--- src/rtl/inv_shift_sub_stage_pkg.sv ---
// Shared AES definitions for the inverse-cipher InvShiftRows/InvSubBytes stage.
//
// Contents:
//   STATE_W / WORD_W   - state and column widths
//   state_e            - stage FSM encoding
//   INV_SBOX           - FIPS-197 inverse S-box table
//   state_byte_idx()   - byte index of s[r,c] (r + 4c)
//   byte_msb()         - bit position of the MSB of s[r,c] in a 128-bit state
//   inv_shift_rows()   - InvShiftRows as pure wiring

package inv_shift_sub_stage_pkg;

   localparam int unsigned STATE_W = 128;
   localparam int unsigned WORD_W  = 32;

   typedef enum logic [1:0] {
      StIdle = 2'd0,
      StBusy = 2'd1,
      StDone = 2'd2
   } state_e;

   localparam logic [7:0] INV_SBOX [256] = '{
      8'h52, 8'h09, 8'h6a, 8'hd5, 8'h30, 8'h36, 8'ha5, 8'h38,
      8'hbf, 8'h40, 8'ha3, 8'h9e, 8'h81, 8'hf3, 8'hd7, 8'hfb,
      8'h7c, 8'he3, 8'h39, 8'h82, 8'h9b, 8'h2f, 8'hff, 8'h87,
      8'h34, 8'h8e, 8'h43, 8'h44, 8'hc4, 8'hde, 8'he9, 8'hcb,
      8'h54, 8'h7b, 8'h94, 8'h32, 8'ha6, 8'hc2, 8'h23, 8'h3d,
      8'hee, 8'h4c, 8'h95, 8'h0b, 8'h42, 8'hfa, 8'hc3, 8'h4e,
      8'h08, 8'h2e, 8'ha1, 8'h66, 8'h28, 8'hd9, 8'h24, 8'hb2,
      8'h76, 8'h5b, 8'ha2, 8'h49, 8'h6d, 8'h8b, 8'hd1, 8'h25,
      8'h72, 8'hf8, 8'hf6, 8'h64, 8'h86, 8'h68, 8'h98, 8'h16,
      8'hd4, 8'ha4, 8'h5c, 8'hcc, 8'h5d, 8'h65, 8'hb6, 8'h92,
      8'h6c, 8'h70, 8'h48, 8'h50, 8'hfd, 8'hed, 8'hb9, 8'hda,
      8'h5e, 8'h15, 8'h46, 8'h57, 8'ha7, 8'h8d, 8'h9d, 8'h84,
      8'h90, 8'hd8, 8'hab, 8'h00, 8'h8c, 8'hbc, 8'hd3, 8'h0a,
      8'hf7, 8'he4, 8'h58, 8'h05, 8'hb8, 8'hb3, 8'h45, 8'h06,
      8'hd0, 8'h2c, 8'h1e, 8'h8f, 8'hca, 8'h3f, 8'h0f, 8'h02,
      8'hc1, 8'haf, 8'hbd, 8'h03, 8'h01, 8'h13, 8'h8a, 8'h6b,
      8'h3a, 8'h91, 8'h11, 8'h41, 8'h4f, 8'h67, 8'hdc, 8'hea,
      8'h97, 8'hf2, 8'hcf, 8'hce, 8'hf0, 8'hb4, 8'he6, 8'h73,
      8'h96, 8'hac, 8'h74, 8'h22, 8'he7, 8'had, 8'h35, 8'h85,
      8'he2, 8'hf9, 8'h37, 8'he8, 8'h1c, 8'h75, 8'hdf, 8'h6e,
      8'h47, 8'hf1, 8'h1a, 8'h71, 8'h1d, 8'h29, 8'hc5, 8'h89,
      8'h6f, 8'hb7, 8'h62, 8'h0e, 8'haa, 8'h18, 8'hbe, 8'h1b,
      8'hfc, 8'h56, 8'h3e, 8'h4b, 8'hc6, 8'hd2, 8'h79, 8'h20,
      8'h9a, 8'hdb, 8'hc0, 8'hfe, 8'h78, 8'hcd, 8'h5a, 8'hf4,
      8'h1f, 8'hdd, 8'ha8, 8'h33, 8'h88, 8'h07, 8'hc7, 8'h31,
      8'hb1, 8'h12, 8'h10, 8'h59, 8'h27, 8'h80, 8'hec, 8'h5f,
      8'h60, 8'h51, 8'h7f, 8'ha9, 8'h19, 8'hb5, 8'h4a, 8'h0d,
      8'h2d, 8'he5, 8'h7a, 8'h9f, 8'h93, 8'hc9, 8'h9c, 8'hef,
      8'ha0, 8'he0, 8'h3b, 8'h4d, 8'hae, 8'h2a, 8'hf5, 8'hb0,
      8'hc8, 8'heb, 8'hbb, 8'h3c, 8'h83, 8'h53, 8'h99, 8'h61,
      8'h17, 8'h2b, 8'h04, 8'h7e, 8'hba, 8'h77, 8'hd6, 8'h26,
      8'he1, 8'h69, 8'h14, 8'h63, 8'h55, 8'h21, 8'h0c, 8'h7d
   };

   // Byte index of s[r,c]; byte 0 is the most significant byte of the state.
   function automatic int unsigned state_byte_idx(input int unsigned r, input int unsigned c);
      return r + 4 * c;
   endfunction

   function automatic int unsigned byte_msb(input int unsigned r, input int unsigned c);
      return STATE_W - 1 - 8 * state_byte_idx(r, c);
   endfunction

   // sh[r, (c + r) mod 4] = s[r, c]
   function automatic logic [STATE_W-1:0] inv_shift_rows(input logic [STATE_W-1:0] s);
      logic [STATE_W-1:0] sh;
      sh = '0;
      for (int unsigned r = 0; r < 4; r++) begin
         for (int unsigned c = 0; c < 4; c++) begin
            sh[byte_msb(r, (c + r) % 4) -: 8] = s[byte_msb(r, c) -: 8];
         end
      end
      return sh;
   endfunction

endpackage

--- src/rtl/inv_sbox.sv ---
// Byte inverse S-box (FIPS-197), purely combinational table lookup.
//
// Ports:
//   byte_i  8-bit input byte
//   byte_o  8-bit inverse S-box image

module inv_sbox
   import inv_shift_sub_stage_pkg::*;
(
   input  logic [7:0] byte_i,
   output logic [7:0] byte_o
);

   assign byte_o = INV_SBOX[byte_i];

endmodule

--- src/rtl/inv_shift_sub_stage_inv_sub_word.sv ---
// 32-bit word inverse substitution: four byte inverse S-boxes side by side.
//
// Ports:
//   word_i  32-bit column (s[0,c] in the MSB)
//   word_o  32-bit column with every byte inverse-substituted

module inv_sub_word (
   input  logic [31:0] word_i,
   output logic [31:0] word_o
);

   for (genvar b = 0; b < 4; b++) begin : gen_byte
      inv_sbox u_inv_sbox (
         .byte_i (word_i[31-8*b -: 8]),
         .byte_o (word_o[31-8*b -: 8])
      );
   end

endmodule

--- src/rtl/inv_shift_sub_stage.sv ---
// InvShiftRows + InvSubBytes stage of the AES decryption round.
//
// A state is captured (already row-shifted) into st_q, then COLS_PER_CYCLE columns per cycle
// are pushed through shared inverse S-box word lanes until all four columns are done. The
// completed state is held on out_data until the downstream accepts it; acceptance and the next
// capture may share an edge.
//
// Ports:
//   clk        clock, all state changes on the rising edge
//   rst        synchronous active-high reset
//   in_valid   input state available
//   in_ready   stage can accept a state (follows out_ready while a result is waiting)
//   in_data    128-bit input state, FIPS-197 byte order
//   out_valid  completed state available (registered)
//   out_ready  downstream accepts out_data
//   out_data   InvSubBytes(InvShiftRows(in_data)) (registered)

module inv_shift_sub_stage
   import inv_shift_sub_stage_pkg::*;
#(
   parameter int unsigned COLS_PER_CYCLE = 1
) (
   input  logic               clk,
   input  logic               rst,
   input  logic               in_valid,
   output logic               in_ready,
   input  logic [STATE_W-1:0] in_data,
   output logic               out_valid,
   input  logic               out_ready,
   output logic [STATE_W-1:0] out_data
);

   if ((COLS_PER_CYCLE != 1) && (COLS_PER_CYCLE != 2) && (COLS_PER_CYCLE != 4)) begin : gen_bad_cfg
      $error("inv_shift_sub_stage: COLS_PER_CYCLE must be 1, 2 or 4");
   end

   // For COLS_PER_CYCLE=4 the step truncates to 0, so col stays at 0 and the
   // single busy cycle is also the last one.
   localparam logic [1:0] ColStep = 2'(COLS_PER_CYCLE);
   localparam logic [1:0] LastCol = 2'(4 - COLS_PER_CYCLE);

   state_e             state_q, state_d;
   logic [1:0]         col_q, col_d;
   logic [STATE_W-1:0] st_q, st_d;

   logic [WORD_W-1:0]  lane_in  [COLS_PER_CYCLE];
   logic [WORD_W-1:0]  lane_out [COLS_PER_CYCLE];

   // Lane g works on column col_q + g.
   always_comb begin
      for (int g = 0; g < int'(COLS_PER_CYCLE); g++) begin
         lane_in[g] = '0;
         for (int k = 0; k < 4; k++) begin
            if (col_q + 2'(g) == 2'(k)) begin
               lane_in[g] = st_q[STATE_W-1-WORD_W*k -: WORD_W];
            end
         end
      end
   end

   for (genvar g = 0; g < COLS_PER_CYCLE; g++) begin : gen_lane
      inv_sub_word u_inv_sub_word (
         .word_i (lane_in[g]),
         .word_o (lane_out[g])
      );
   end

   always_comb begin
      state_d  = state_q;
      col_d    = col_q;
      st_d     = st_q;
      in_ready = 1'b0;

      unique case (state_q)
         StIdle: begin
            in_ready = 1'b1;
            if (in_valid) begin
               st_d    = inv_shift_rows(in_data);
               col_d   = '0;
               state_d = StBusy;
            end
         end

         StBusy: begin
            for (int g = 0; g < int'(COLS_PER_CYCLE); g++) begin
               for (int k = 0; k < 4; k++) begin
                  if (col_q + 2'(g) == 2'(k)) begin
                     st_d[STATE_W-1-WORD_W*k -: WORD_W] = lane_out[g];
                  end
               end
            end
            // Wraps to 0 exactly when the last group is written.
            col_d = col_q + ColStep;
            if (col_q == LastCol) begin
               state_d = StDone;
            end
         end

         StDone: begin
            // A new state can only enter once the held result leaves.
            in_ready = out_ready;
            if (out_ready) begin
               if (in_valid) begin
                  st_d    = inv_shift_rows(in_data);
                  col_d   = '0;
                  state_d = StBusy;
               end else begin
                  state_d = StIdle;
               end
            end
         end

         default: begin
            state_d = StIdle;
         end
      endcase
   end

   always_ff @(posedge clk) begin
      if (rst) begin
         state_q <= StIdle;
         col_q   <= '0;
         st_q    <= '0;
      end else begin
         state_q <= state_d;
         col_q   <= col_d;
         st_q    <= st_d;
      end
   end

   assign out_valid = (state_q == StDone);
   assign out_data  = st_q;

endmodule

--- config.mk ---
export PLATFORM = sky130hd
export DESIGN_NAME = inv_shift_sub_stage
export DESIGN_NICKNAME = d
export VERILOG_FILES = /design/src/rtl/inv_shift_sub_stage_pkg.sv /design/src/rtl/inv_sbox.sv /design/src/rtl/inv_shift_sub_stage_inv_sub_word.sv /design/src/rtl/inv_shift_sub_stage.sv
export SDC_FILE = /design/constraint.sdc
export NUM_CORES = 1
export LEC_CHECK = 0
export BUFFER_PORTS_ARGS = -buffer_cell sky130_fd_sc_hd__buf_2
export CAP_MARGIN = 5
export CELL_PAD_IN_SITES_DETAIL_PLACEMENT = 1
export CELL_PAD_IN_SITES_GLOBAL_PLACEMENT = 1
export CORE_MARGIN = 10
export CORE_UTILIZATION = 30
export DETAILED_ROUTE_END_ITERATION = 10
export PLACE_DENSITY = 0.65
export SLEW_MARGIN = 20
export SYNTH_ARGS = -nofsm -noshare
export SYNTH_HDL_FRONTEND = slang
export SYNTH_SLANG_ARGS = --single-unit
--- constraint.sdc ---
create_clock -name clk -period 4.15 [get_ports clk]
set_input_delay 1.0375 -clock clk [delete_from_list [all_inputs] [get_ports clk]]
set_output_delay 1.0375 -clock clk [all_outputs]
set_load 0.005 [all_outputs]
==> results of run 1 <==
-- cell families (layout without fill, tap and decap cells) --
group                      count (synthesis)  after routing
AOI/OAI and AO/OA                       1257           1257
and+or+nand+nor                         1176           1176
buffers and inverters                    371            909
DFF                                      132            132
adders and majority gates                 80             80
muxes                                     18             18
xor gates and xnor gates                   7              7
other                                      0              5
-- stage by stage --
stage	setup slack [ns]	cell area [sq um]	hold slack [ns]	utilization (%)	power (mW)
detailed placement	-0.275	25900	0.504	38.7	13.2
floorplan	0.0520	20200	0.466	-	7.56
global placement	-0.531	25900	0.498	38.7	13.3
global route	-0.0168	26700	0.539	39.9	15.9
CTS	0.0437	26500	0.515	39.5	14.7
finish	0.152	26800	0.517	39.9	15.3
-- sequential cells by signal, indices dropped and copies added, names as in the netlist --
name	count
col_q	2
out_data	128
state_q	2
-- per-layer routing --
metal  part of all wire (%)  vias to the layer above  track usage [%]
li1                       -                    12800                -
met1                     40                    14700             45.3
met2                     43                     2092             54.4
met3                     11                      504             8.83
met4                    6.2                        4             20.1
met5                  0.018                        -                0
-- area by class of cell --
cell class                      count  share of cell area [%]
Clock inverter                     14                   0.393
Multi-Input combinational cell   2538                    60.6
Tap cell                          873                    4.08
Timing Repair Buffer              846                    23.0
Antenna cell                        5                  0.0468
Sequential cell                   132                    9.88
Clock buffer                       18                    1.64
Inverter                           31                   0.435
-- tightest hold or removal path, cell delays in order, from the launching register on --
cell	delay (ns)
sky130_fd_sc_hd__dfxtp_1	0.33
sky130_fd_sc_hd__nor2_1	0.10
sky130_fd_sc_hd__nor3_1	0.05
-- timing repair --
action	CTS	global route
endpoints found under the hold margin	0	0
gates resized for setup	5	42
setup buffers	0	9
pin swaps	0	12
hold buffers	0	0
endpoints found under the setup margin	7	87
-- power by group through the flow --
stage               Combinational, mW  Clock (mW)  Sequential, mW
floorplan                        5.90           0            1.66
global placement                 11.5           0            1.78
detailed placement               11.4           0            1.78
CTS                              11.5        1.54            1.75
global route                     12.6        1.58            1.77
finish                           12.1        1.52            1.76
-- how the worst min path moves through the flow --
stage | start | slack [ns] | end
5_1_grt | out_data[27] | 0.54 | out_data[27]
3_5_place_dp | out_data[36] | 0.50 | out_data[36]
3_3_place_gp | out_data[124] | 0.50 | out_data[124]
4_1_cts | out_data[36] | 0.52 | out_data[36]
2_1_floorplan | out_data[96] | 0.47 | out_data[96]
6_report | out_data[36] | 0.52 | out_data[36]
-- layout by cell type (no fill, tap or decap), drive strengths merged, types with 16 or more instances in the layout --
master and instances:
buf 846, nor2 387, nand2 339, a21oi 292
o21ai 193, a211oi 149, dfxtp 132, nor3 111
nand3 91, ha 80, o211ai 68, a31oi 60
a311oi 58, nand3b 56, a221oi 51, o311ai 49
o221ai 38, o2111ai 37, inv 35, nor2b 33
nor3b 30, o41ai 29, a211o 27, nand4 25
o31ai 23, a2111oi 22, nand2b 21, nor4 19
clkbuf 18, or3 17, mux2i 16, and2 16
a311o 16
==> reports/results.md, run 1 <==
Run status
- **result of the run** complete, no violations

Critical path
- **reg2reg end** out_data[97]
- **buffers plus inverters on the worst setup path** 8
- **critical path depth in cells** 18
- **stage delay of the slowest cell on the critical path** 0.58 ns
- **largest driver fanout on the critical path** 25
- **type of element capturing the critical path** flip-flop
- **CP dominant cell by count** sky130_fd_sc_hd__buf_4
- **r2r worst-path depth** 18
- **ordered cell list for the critical path** buf_4, ha_4, buf_12, nor2b_1, buf_4, a311oi_2, buf_12, inv_2, buf_4, buf_4, nand3_1, o21ai_0, o21ai_0, a21oi_1, or4_1, o2111ai_1, buf_4, a211oi_1
- **internal reg-to-reg setup slack** 0.15 ns
- **Crit-path slowest cell** sky130_fd_sc_hd__or4_1
- **CP delay by family, top** buffers and inverters
- **startpoint of the worst setup timing path** col_q[0]
- **CP startpoint kind** flip-flop
- **type of the worst setup path** flip-flop to flip-flop
- **launch point of the worst reg-to-reg path** col_q[0]
- **termination of the worst setup path** out_data[97]
- **Data required, critical path** 4.47 ns
- **critical path arrival** 4.32 ns

Clock tree
- **clock tree root buffer cell** sky130_fd_sc_hd__clkbuf_16
- **maximum level of the CTS H-tree** 4
- **maximum clock path buffer count** 2
- **Skew-Pair Late Insertion Delay** 0.51 ns
- **clock sink total** 132
- **clock tree from TritonCTS** yes
- **number of buffers added by the clock tree synthesis step** 17
- **clock input transition at the sequential cells of the worst setup and hold paths** 0.07 ns

Synth
- **top cell types by occurrence after synthesis** 378 x sky130_fd_sc_hd__nor2_1, 337 x sky130_fd_sc_hd__nand2_1, 292 x sky130_fd_sc_hd__a21oi_1
- **fraction of synthesis flops using an asynchronous set or reset pin** 0%
- **adder-cell share of the synthesized area** 4.95%
- **Syn Area/Cell** 6.65 sq um
- **most numerous cell in the Yosys netlist** sky130_fd_sc_hd__nor2_1
- **Net Count, Synth** 3253
- **Synth area leaders** sky130_fd_sc_hd__dfxtp_1 13%, sky130_fd_sc_hd__a21oi_1 7.2%, sky130_fd_sc_hd__nor2_1 7.0%
- **Yosys top cell by area** sky130_fd_sc_hd__dfxtp_1
- **Post-Synthesis Cell Area** 20200 sq um
- **Post-Syn Instances** 3041
- **area fraction of the dominant cell type after synthesis** 13.1%
- **number of enable-type register cells in the synthesized netlist** 0
- **sequential area share after synthesis** 13.1%
- **post-synthesis mux area share** 0.903%
- **Synth Area in XOR/XNOR** 0.340%
- **fraction of the mapped netlist area in simple logic gates** 27.5%
- **synthesis-stage register bit count** 132
- **top_reg_cell synth** sky130_fd_sc_hd__dfxtp_1
- **count of cell types in the netlist** 97
- **largest family of logic cells by synthesized area** compound AO/OA/AOI/OAI gates
- **Warnings, synthesis** 0
- **complex-gate fraction of the synthesized area** 44.3%

Detailed routing
- **Via density** 6.76
- **number of nets still failing antenna checks after routing** 0
- **vias post-DR** 30100
- **First-pass DRT Iterations** 6
- **average wire per cell in the routed design** 32.7 um
- **Total Routed Length** 146 mm
- **Detailed Route Iter0 Violations** 4003
- **# DRC** 0

Pwr
- **Switching Power** 8.71 mW
- **power density cells** 573 nW/um^2
- **worst voltage drop across the vdd grid** 0.000303 V
- **design internal power** 6.62 mW
- **part of the total power dissipated in the clock network** 9.9%
- **logic gate share of total power** 78.6%
- **static power due to leakage** 10.7 nW
- **sequential power share** 11.5%
- **Net Sw Frac** 56.8%

Timing
- **Final min period** 4.00 ns
- **setup-violating endpoint count in the final report** 0
- **Final Hold Fails** 0
- **achievable frequency** 250 MHz
- **post-route clock period utilization** 96.3%
- **setup skew after layout** 0.0220 ns
- **Slew HR** 29.9%
- **max-slew violations** 0
- **measured slew at the worst slew-check pin** 1.05 ns
- **sum of negative setup slack** 0 ns

Global routing
- **wire length of the first global-routing pass** 211 mm
- **maximum number of pins on one net before global-route repair** 122
- **total gr overflow** 0
- **number of global-route vias before repair** 29500
- **antenna violations before repair** 6
- **Overall Global Routing Usage** 35.7%

Floorplanning
- **Die Wd** 280 um
- **Boundary Pins** 262
- **core region area** 67000 sq um
- **die span in y** 280 um
- **initial core utilization** 30.2%
- **number of cell rows** 95
- **DIE AREA** 78200 sq um

Cells and area
- **Filler Cell Count** 8557
- **Total Nets Final** 3778
- **combined flip-flop and latch cell area** 2640 sq um
- **layout cells sized above 1** 28.5%
- **number of non-filler instances in the completed layout** 4457
- **area growth from synthesis to layout** 32.2%
- **area taken by multi-input logic gates** 16200 sq um

Place
- **number of buffers inserted by port buffering** 261
- **post-detailed-placement half-perimeter wirelength** 113 mm
- **routability congestion estimate** 1.06
- **instance count after placement with tap cells included** 4411

Hold path
- **class of the tightest hold or removal check** flip-flop to flip-flop
- **Hold Path Stages** 2

Run
- **max-cap check violation count** 0

(Power assumes the default switching activity.)
==> run 2, diff against run 1 <==
--- a/config.mk
+++ b/config.mk
@@ -12,7 +12,7 @@
 export CORE_MARGIN = 10
 export CORE_UTILIZATION = 30
 export DETAILED_ROUTE_END_ITERATION = 10
-export PLACE_DENSITY = 0.65
+export PLACE_DENSITY_LB_ADDON = 0.1
 export SLEW_MARGIN = 20
 export SYNTH_ARGS = -nofsm -noshare
 export SYNTH_HDL_FRONTEND = slang
==> run 2 against run 1 <==
Effect of this change:
- first-iteration DRC count up 1.0%
- design area up 1.1%
- global-route usage grew 1.5 points
- flip-flop and latch count unchanged
- clock skew is 0.0042 ns higher
- worst hold slack got worse by 0.016 ns
- utilization rose by 0.45 points
- non-clock buffer count is the same
- total power rose by 2.8%
- worst setup slack got worse by 0.088 ns
- via count up 2.3%
- critical path depth rose by 1
- critical path type unchanged
- largest cell class unchanged
- largest power group unchanged
==> reports/results.md, run 2 (synthesis gave the netlist of run 1 again) <==
Critical path
- **ordered cell list for the critical path** inv_1, ha_2, buf_4, nor3b_2, a311oi_2, buf_4, buf_6, ha_1, a2111oi_2, buf_4, a21oi_1, nand2b_2, a311oi_1, a211oi_1, buf_4, nor4_2, buf_4, a211oi_1, nor3_1
- **CP delay by family, top** buffers and inverters
- **critical path arrival** 4.50 ns, +0.18 ns
- **type of the worst setup path** flip-flop to flip-flop
- **Data required, critical path** 4.57 ns, +0.10 ns
- **type of element capturing the critical path** flip-flop
- **CP startpoint kind** flip-flop
- **buffers plus inverters on the worst setup path** 7, -1
- **CP dominant cell by count** sky130_fd_sc_hd__buf_4
- **stage delay of the slowest cell on the critical path** 0.38 ns, -0.20 ns
- **Crit-path slowest cell** sky130_fd_sc_hd__a2111oi_2
- **largest driver fanout on the critical path** 11, -56%

Pwr
- **power density cells** 582 nW/um^2, +1.6%
- **Net Sw Frac** 56.8%, about the same
- **worst voltage drop across the vdd grid** 0.000289 V, -4.6%
- **sequential power share** 11.2%, -0.3 points
- **static power due to leakage** 10.8 nW, +0.61%
- **logic gate share of total power** 77.9%, -0.7 points
- **design internal power** 6.81 mW, +2.7%
- **part of the total power dissipated in the clock network** 10.9%, +1.0 points
- **Switching Power** 8.95 mW, +2.8%

Cells and area
- **Filler Cell Count** 8469, -1.0%
- **max reg flops** 128, unchanged
- **Total Nets Final** 3778, unchanged
- **area growth from synthesis to layout** 33.7%
- **leading cell type in the layout, fill and taps excluded** sky130_fd_sc_hd__buf_4
- **commonest non-fill, non-tap cells in the layout** 543 x sky130_fd_sc_hd__buf_4, 374 x sky130_fd_sc_hd__nor2_1, 336 x sky130_fd_sc_hd__nand2_1
- **layout cells sized above 1** 29.4%, +0.89 points

Global routing
- **maximum number of pins on one net before global-route repair** 72, -41%
- **total gr overflow** 0, unchanged
- **number of global-route vias before repair** 30900, +4.6%
- **wire length of the first global-routing pass** 219 mm, +3.7%
- **Overall Global Routing Usage** 37.2%, +1.5 points
- **antenna violations before repair** 7, +1

Timing
- **Final Hold Fails** 0, unchanged
- **Slew HR** 26.4%, -3.5 points
- **max-slew violations** 0, unchanged
- **final hold slack** 0.501 ns, -0.0160 ns
- **setup repair after global routing missed its margin** yes
- **measured slew at the worst slew-check pin** 1.10 ns, +0.0515 ns
- **setup skew after layout** 0.0262 ns, +0.00425 ns
- **achievable frequency** 245 MHz, -2.2%
- **Final min period** 4.09 ns, +0.0880 ns
- **post-route clock period utilization** 98.4%, +2.1 points
- **sum of negative setup slack** 0 ns, unchanged
- **setup-violating endpoint count in the final report** 0, unchanged

Run
- **max-cap check violation count** 0, unchanged

Clock tree
- **number of buffers added by the clock tree synthesis step** 17, unchanged
- **clock tree root buffer cell** sky130_fd_sc_hd__clkbuf_16
- **clock sink total** 132, unchanged
- **maximum level of the CTS H-tree** 4, unchanged
- **Skew-Pair Late Insertion Delay** 0.52 ns, about the same
- **count of hold buffers inserted by post-cts repair** 0, unchanged
- **maximum clock path buffer count** 2, unchanged
- **clock tree from TritonCTS** yes
- **clock input transition at the sequential cells of the worst setup and hold paths** 0.07 ns, about the same

Place
- **routability congestion estimate** 1.07, +1.5%
- **post-detailed-placement half-perimeter wirelength** 116 mm, +3.3%
- **number of buffers inserted by port buffering** 261, unchanged

Floorplanning
- **Boundary Pins** 262, unchanged
- **number of cell rows** 95, unchanged
- **DIE AREA** 78200 sq um, unchanged
- **die span in y** 280 um, unchanged
- **initial core utilization** 30.2%, unchanged
- **Die Wd** 280 um, unchanged
- **core region area** 67000 sq um, unchanged

Detailed routing
- **vias post-DR** 30800, +2.3%
- **number of nets still failing antenna checks after routing** 0, unchanged
- **First-pass DRT Iterations** 6, unchanged
- **Total Routed Length** 151 mm, +3.9%
- **Detailed Route Iter0 Violations** 4043, +1.0%
- **Via density** 6.92, +2.4%
- **average wire per cell in the routed design** 34.0 um, +4.0%
- **# DRC** 0, unchanged

Run status
- **result of the run** complete, no violations

Hold path
- **class of the tightest hold or removal check** flip-flop to flip-flop

## run 2: per-layer routing
metal,part of all wire [%],global-route usage [%]
met5,0.030,0
met4,6.4,21.2
met3,10,8.35
met2,44,58.0
met1,39,46.4
## run 2: worst reg2reg max path: cells and delay by family, from the launching register on
kind	cells	cell delay [ns]
buf+inv	7	1.23
compound gates	6	0.94
simple gates	4	0.92
fa+ha+maj	2	0.53
flops	1	0.37
## run 2: cell type report
cell class / count / area (sq um) / area share [%]
Timing Repair Buffer: 846 / 6210 / 23.0
Inverter: 31 / 116 / 0.430
Tap cell: 873 / 1090 / 4.04
Clock buffer: 20 / 467 / 1.72
Multi-Input combinational cell: 2538 / 16400 / 60.5
Antenna cell: 1 / 2.50 / 0.00925
Sequential cell: 132 / 2650 / 9.78
Clock inverter: 12 / 143 / 0.527
## run 2: worst paths after layout
check	startpoint	endpoint	slack [ns]	cells after the start
worst min register to register	col_q[0]	col_q[0]	0.50	1
worst max-delay path	col_q[0]	out_data[36]	0.06	19
worst max register to register	col_q[0]	out_data[36]	0.06	19
worst min-delay path	col_q[0]	col_q[0]	0.50	1
## run 2: repair_timing
action,4_1_cts,5_1_grt
buffers inserted,5,8
endpoints found under the setup margin,78,114
resized for setup,27,68
endpoints found under the hold margin,0,0
pin swaps,4,8
## run 2: power groups by stage
stage	registers (mW)	clock network (mW)	logic (mW)
global placement	1.77	0	11.6
CTS	1.75	1.74	11.6
detailed placement	1.78	0	11.5
finish	1.76	1.72	12.3
global route	1.78	1.77	12.7
floorplan	1.66	0	5.90
## run 2: per-stage QoR
stage	util (%)	setup WS, ns	instances	total power [mW]	cell area [sq um]
after floorplan	-	0.0520	3041	7.56	20200
after global placement	38.7	-0.301	4407	13.3	25900
after detailed placement	38.7	-0.295	4407	13.2	25900
after CTS	39.8	0.00821	4444	15.1	26700
after global routing	40.4	-0.156	4452	16.3	27100
final	40.4	0.0645	4453	15.8	27100
